## config.mk

```make
export PLATFORM = sky130hd
export DESIGN_NAME = pipe_reg_skid
export DESIGN_NICKNAME = d
export VERILOG_FILES = /design/src/rtl/pipe_reg_pkg.sv /design/src/rtl/pipe_reg_word.sv /design/src/rtl/pipe_reg_skid.sv
export SDC_FILE = /design/constraint.sdc
export NUM_CORES = 1
export LEC_CHECK = 0
export CAP_MARGIN = 20
export CORE_ASPECT_RATIO = 0.5
export CORE_MARGIN = 2
export CORE_UTILIZATION = 25
export DETAILED_ROUTE_END_ITERATION = 10
export PLACE_DENSITY_LB_ADDON = 0.15
export SETUP_SLACK_MARGIN = 0.05
export SLEW_MARGIN = 0
export SYNTH_ARGS = -nofsm -noshare
export SYNTH_HDL_FRONTEND = slang
export SYNTH_HIERARCHICAL = 1
export SYNTH_SLANG_ARGS = --single-unit
```

## constraint.sdc

```tcl
create_clock -name Clk -period 2.6 [get_ports Clk]
set_input_delay 0.52 -clock Clk [delete_from_list [all_inputs] [get_ports Clk]]
set_output_delay 0.52 -clock Clk [all_outputs]
set_load 0.03 [all_outputs]
```

## src/rtl/pipe_reg_pkg.sv

```systemverilog
// Shared types and constants for the pipe_reg_skid two-entry skid buffer.
package pipe_reg_pkg;

  localparam int PIPE_REG_DEFAULT_WIDTH = 16;

  // Buffer fill state: main register only, or main plus skid register.
  typedef enum logic [1:0] {
    EMPTY = 2'd0,
    BUSY  = 2'd1,
    FULL  = 2'd2
  } state_t;

  localparam logic [1:0] OCC_EMPTY = 2'd0;
  localparam logic [1:0] OCC_BUSY  = 2'd1;
  localparam logic [1:0] OCC_FULL  = 2'd2;

endpackage

```

## src/rtl/pipe_reg_word.sv

```systemverilog
// One data word register with load enable and async active-low reset to RESET_VALUE.
module pipe_reg_word #(
  parameter int               WIDTH       = 16,
  parameter logic [WIDTH-1:0] RESET_VALUE = '0
) (
  input  logic             Clk,
  input  logic             reset,
  input  logic             load,
  input  logic [WIDTH-1:0] d,
  output logic [WIDTH-1:0] q
);

  always_ff @(posedge Clk or negedge reset) begin
    if (!reset) begin
      q <= RESET_VALUE;
    end else if (load) begin
      q <= d;
    end
  end

endmodule

```

## src/rtl/pipe_reg_skid.sv

```systemverilog
// Two-entry skid-buffer pipeline register; ready/valid both decoded from registered state.
// Optional synchronous flush port enabled by defining PIPE_REG_FLUSH_EN.
module pipe_reg_skid
  import pipe_reg_pkg::*;
#(
  parameter int               WIDTH       = PIPE_REG_DEFAULT_WIDTH,
  parameter logic [WIDTH-1:0] RESET_VALUE = '0
) (
  input  logic             Clk,
  input  logic             reset,
`ifdef PIPE_REG_FLUSH_EN
  input  logic             flush,
`endif
  input  logic             in_valid,
  output logic             in_ready,
  input  logic [WIDTH-1:0] in_data,
  output logic             out_valid,
  input  logic             out_ready,
  output logic [WIDTH-1:0] out_data,
  output logic [1:0]       occupancy
);

  state_t           state_reg;
  state_t           state_next;
  logic             in_fire;
  logic             out_fire;
  logic             flush_req;
  logic             main_load;
  logic             main_from_skid;
  logic             skid_load;
  logic [WIDTH-1:0] main_d;
  logic [WIDTH-1:0] main_q;
  logic [WIDTH-1:0] skid_q;

`ifdef PIPE_REG_FLUSH_EN
  assign flush_req = flush;
`else
  assign flush_req = 1'b0;
`endif

  assign in_ready  = (state_reg != FULL);
  assign out_valid = (state_reg != EMPTY);
  assign in_fire   = in_valid & in_ready;
  assign out_fire  = out_valid & out_ready;
  assign out_data  = main_q;

  always_comb begin
    state_next     = state_reg;
    main_load      = 1'b0;
    main_from_skid = 1'b0;
    skid_load      = 1'b0;
    case (state_reg)
      EMPTY: begin
        if (in_fire) begin
          main_load  = 1'b1;
          state_next = BUSY;
        end
      end
      BUSY: begin
        if (in_fire && out_fire) begin
          main_load = 1'b1;
        end else if (in_fire) begin
          skid_load  = 1'b1;
          state_next = FULL;
        end else if (out_fire) begin
          state_next = EMPTY;
        end
      end
      FULL: begin
        if (out_fire) begin
          main_load      = 1'b1;
          main_from_skid = 1'b1;
          state_next     = BUSY;
        end
      end
      default: state_next = EMPTY;
    endcase
    // Flush drops the held words by state only; data registers keep their contents.
    if (flush_req) begin
      state_next = EMPTY;
      main_load  = 1'b0;
      skid_load  = 1'b0;
    end
  end

  always_ff @(posedge Clk or negedge reset) begin
    if (!reset) begin
      state_reg <= EMPTY;
    end else begin
      state_reg <= state_next;
    end
  end

  assign main_d = main_from_skid ? skid_q : in_data;

  pipe_reg_word #(
    .WIDTH       (WIDTH),
    .RESET_VALUE (RESET_VALUE)
  ) u_main (
    .Clk   (Clk),
    .reset (reset),
    .load  (main_load),
    .d     (main_d),
    .q     (main_q)
  );

  pipe_reg_word #(
    .WIDTH       (WIDTH),
    .RESET_VALUE (RESET_VALUE)
  ) u_skid (
    .Clk   (Clk),
    .reset (reset),
    .load  (skid_load),
    .d     (in_data),
    .q     (skid_q)
  );

  always_comb begin
    case (state_reg)
      EMPTY:   occupancy = OCC_EMPTY;
      BUSY:    occupancy = OCC_BUSY;
      FULL:    occupancy = OCC_FULL;
      default: occupancy = OCC_EMPTY;
    endcase
  end

endmodule

```

==> flow_metrics.py <==
metrics = {
    "clock_tree": {
        "cts_root_buf": "clkbuf_16",
        "max-clock-path-buffers": 2,
        "clock_tree.htree_level_count": 2,
        "postCtsHoldBufs": 0,
        "cts_inserted_buffers": 5,
        "clk-insertion-delay-late_ns": 0.27,
        "post-cts-setup-buffer-count": 0,
        "cts.clk_slew.worst_paths_ns": 0.05,
        "cts.repair.resized": 0,
        "clock-sinks": 34,
        "clock_tree_from_tritoncts": "done",
    },
    "floorplanning": {
        "num_io_pins": 40,
        "coreArea_um2": 6620,
        "die_height_um": 62.2,
        "die_area_um2": 7490,
        "start_util_pct": 25.6,
        "floorplan.rows": 21,
        "dieWidth_um": 120,
    },
    "final_layout": {
        "insertedDiodeCount": 0,
        "fin_nets": 164,
        "final_cell_count_no_fill": 237,
        "drive_above_1_share_pct": 42.8,
        "area_growth_syn_to_layout_pct": 35.9,
        "final_area_um2": 2300,
    },
    "global_routing": {
        "first_pass_grt_wire_length_mm": 5.12,
        "grt_util_all_layers_pct": 9.12,
        "largest_net_degree_at_the_start_of_global_routing": 35,
        "grt_pass1_vias": 1021,
        "grt_overflow": 0,
        "antenna_found_initial": 0,
    },
    "sta": {
        "max-slew-margin-rel_pct": 48.4,
        "post_route_minimum_period_ns": 2.19,
        "timing.final.max_slew_violations": 0,
        "setup_violations": 0,
        "finalHoldViolCount": 0,
        "finalSetupTns_ns": 0,
        "skew_ns": 0.00649,
        "max_slew.worst_pin.slew_ns": 0.774,
        "clock.fmax_ghz": 0.457,
        "finalCritPeriodShare_pct": 84.1,
        "setup_repair_after_global_routing_missed_its_margin": "no",
    },
    "synth": {
        "synth_area_per_cell_um2": 16.8,
        "synth_xor_area_share_pct": 0,
        "synth_seq_area_share_pct": 50.3,
        "synthesis.nets": 121,
        "fraction_of_the_mapped_netlist_area_in_compound_gates_pct": 1.03,
        "synth-adder-area-share_pct": 0,
        "yosys.area_share.simple_pct": 4.51,
        "netlist_instances": 101,
        "synth.distinct_cells": 18,
        "synthesis.area_um2": 1690,
        "yosysWarnings": 6,
        "synth-seq-cells": 34,
        "synth_mux_area_share_pct": 39.2,
        "largest_family_of_logic_cells_by_synthesized_area": "multiplexers",
    },
    "detailed_routing": {
        "post-route-drc-count": 0,
        "initialDrtViolationCount": 28,
        "route.vias.total": 937,
        "vias_per_cell": 3.95,
        "dr.pass1.iters": 2,
        "finalWirelength_mm": 3.14,
        "ant_nets": 0,
        "avgRoutedWirePerCell_um": 13.2,
    },
    "worst_setup_path": {
        "crit_path_start": "state_reg[0]$_DFFE_PN0P_",
        "worstSetupPathType": "reg2out",
        "crit_path_max_incr_delay_ns": 0.66,
        "worstSetupEndpointType": "output port",
        "setup.worst_path.start_class": "register",
        "cp.required_ns": 2.08,
        "cpMaxStageDelayCell": "clkdlybuf4s50_1",
        "cp.arrival_ns": 1.67,
        "critPathTopFamily": "buffers and inverters",
        "crit_path_cell_trace": "nand2b_1 -> inv_1 -> clkdlybuf4s50_1",
        "reg2reg_from": "state_reg[0]$_DFFE_PN0P_",
        "timing.critical_path.buf_inv": 2,
        "critPathMaxFanout": 9,
    },
    "power_and_ir_drop": {
        "total_leakage_power_nw": 1.02,
        "ir_drop_uv": 262,
        "p_per_area_nw_per_um2": 933,
    },
    "placed_design": {
        "numPlacedInstances": 229,
        "place.gp.congestion": 0.639,
        "buffer_ports.inserted": 39,
        "postPlaceCellArea_um2": 2140,
        "dp_hpwl_mm": 2.06,
    },
    "run_status": {
        "run_status": "finished, final reports clean",
    },
    "hold_path": {
        "worst_hold_path_type": "in2async",
    },
    "run": {
        "maxCapViolCount": 0,
    },
}
worst paths after layout:
kind                                           end  slack [ns]  depth (start not counted)
max reg2reg                u_main/q[4]$_DFFE_PN0P_        0.99                          3
max                                   occupancy[1]        0.41                          3
min reg2reg                u_skid/q[3]$_DFFE_PN0P_        0.50                          1
min                        u_skid/q[0]$_DFFE_PN0P_        0.32                          1
min in group Clk           u_skid/q[3]$_DFFE_PN0P_        0.50                          1
max in group asynchronous  u_main/q[4]$_DFFE_PN0P_        1.78                          1
Yosys cell counts, drive strengths merged:
| master | number | area share, % |
|---|---|---|
| mux2 | 48 | 39 |
| dfrtp | 34 | 50 |
| buf | 6 | 4.8 |
| nand3b | 3 | 2.1 |
| a21oi | 1 | 0.30 |
| and4bb | 1 | 0.74 |
| inv | 1 | 0.22 |
| mux2i | 1 | 0.59 |
| nand2b | 1 | 0.37 |
| nor2b | 1 | 0.37 |
| o211ai | 1 | 0.44 |
| o21ai | 1 | 0.30 |
| or2 | 1 | 0.37 |
| or4b | 1 | 0.59 |
stage by stage:
step / hold slack (ns) / utilization [%] / setup slack (ns) / power [W]
floorplan: 0.224 / - / 1.06 / 0.00126
global placement: 0.485 / 32.3 / 0.392 / 0.00149
detailed placement: 0.492 / 32.3 / 0.369 / 0.00150
CTS: 0.358 / 34.8 / 0.396 / 0.00218
global route: 0.404 / 34.8 / 0.341 / 0.00225
finish: 0.324 / 34.8 / 0.413 / 0.00215
cells in the final DEF (no fill, tap or decap), drive strengths merged:
| cell | synthesis | layout |
|---|---|---|
| a21oi | 1 | 1 |
| and4bb | 1 | 1 |
| buf | 6 | 4 |
| bufinv | 0 | 1 |
| clkbuf | 0 | 7 |
| clkdlybuf4s50 | 0 | 38 |
| dfrtp | 34 | 34 |
| inv | 1 | 1 |
| mux2 | 48 | 48 |
| mux2i | 1 | 1 |
| nand2b | 1 | 1 |
| nand3b | 3 | 3 |
| nor2b | 1 | 1 |
| o211ai | 1 | 1 |
| o21ai | 1 | 1 |
| or2 | 1 | 1 |
| or4b | 1 | 1 |
cells by family after synthesis:
group | Yosys count
AO/OA/AOI/OAI | 3
multiplexers | 49
AND/OR/NAND/NOR | 8
buffers and inverters | 7
flip-flops | 34
report_power, final:
part / internal [W] / switching [W] / total (W) / leakage (nW)
Clock: 0.000452 / 0.000207 / 0.000659 / 0.0781
Combinational: 0.000397 / 0.000293 / 0.000690 / 0.540
Sequential: 0.000697 / 0.0000988 / 0.000796 / 0.402
per-layer routing:
metal,global-route usage [%],wire (um),vias to the layer above
li1,-,-,445
met1,12.0,1530,466
met2,13.0,1380,19
met3,3.40,155,7
met4,4.80,62,0
met5,0,0,-
area by class of cell:
class	count	area [um2]
tap	92	115
sequential	34	851
multi-input combinational	60	761
inverter	1	3.75
clock buffer	7	133
fill	658	4320
timing repair buffer	42	408
clock inverter	1	30.0
Power figures use the tool's default switching activity.
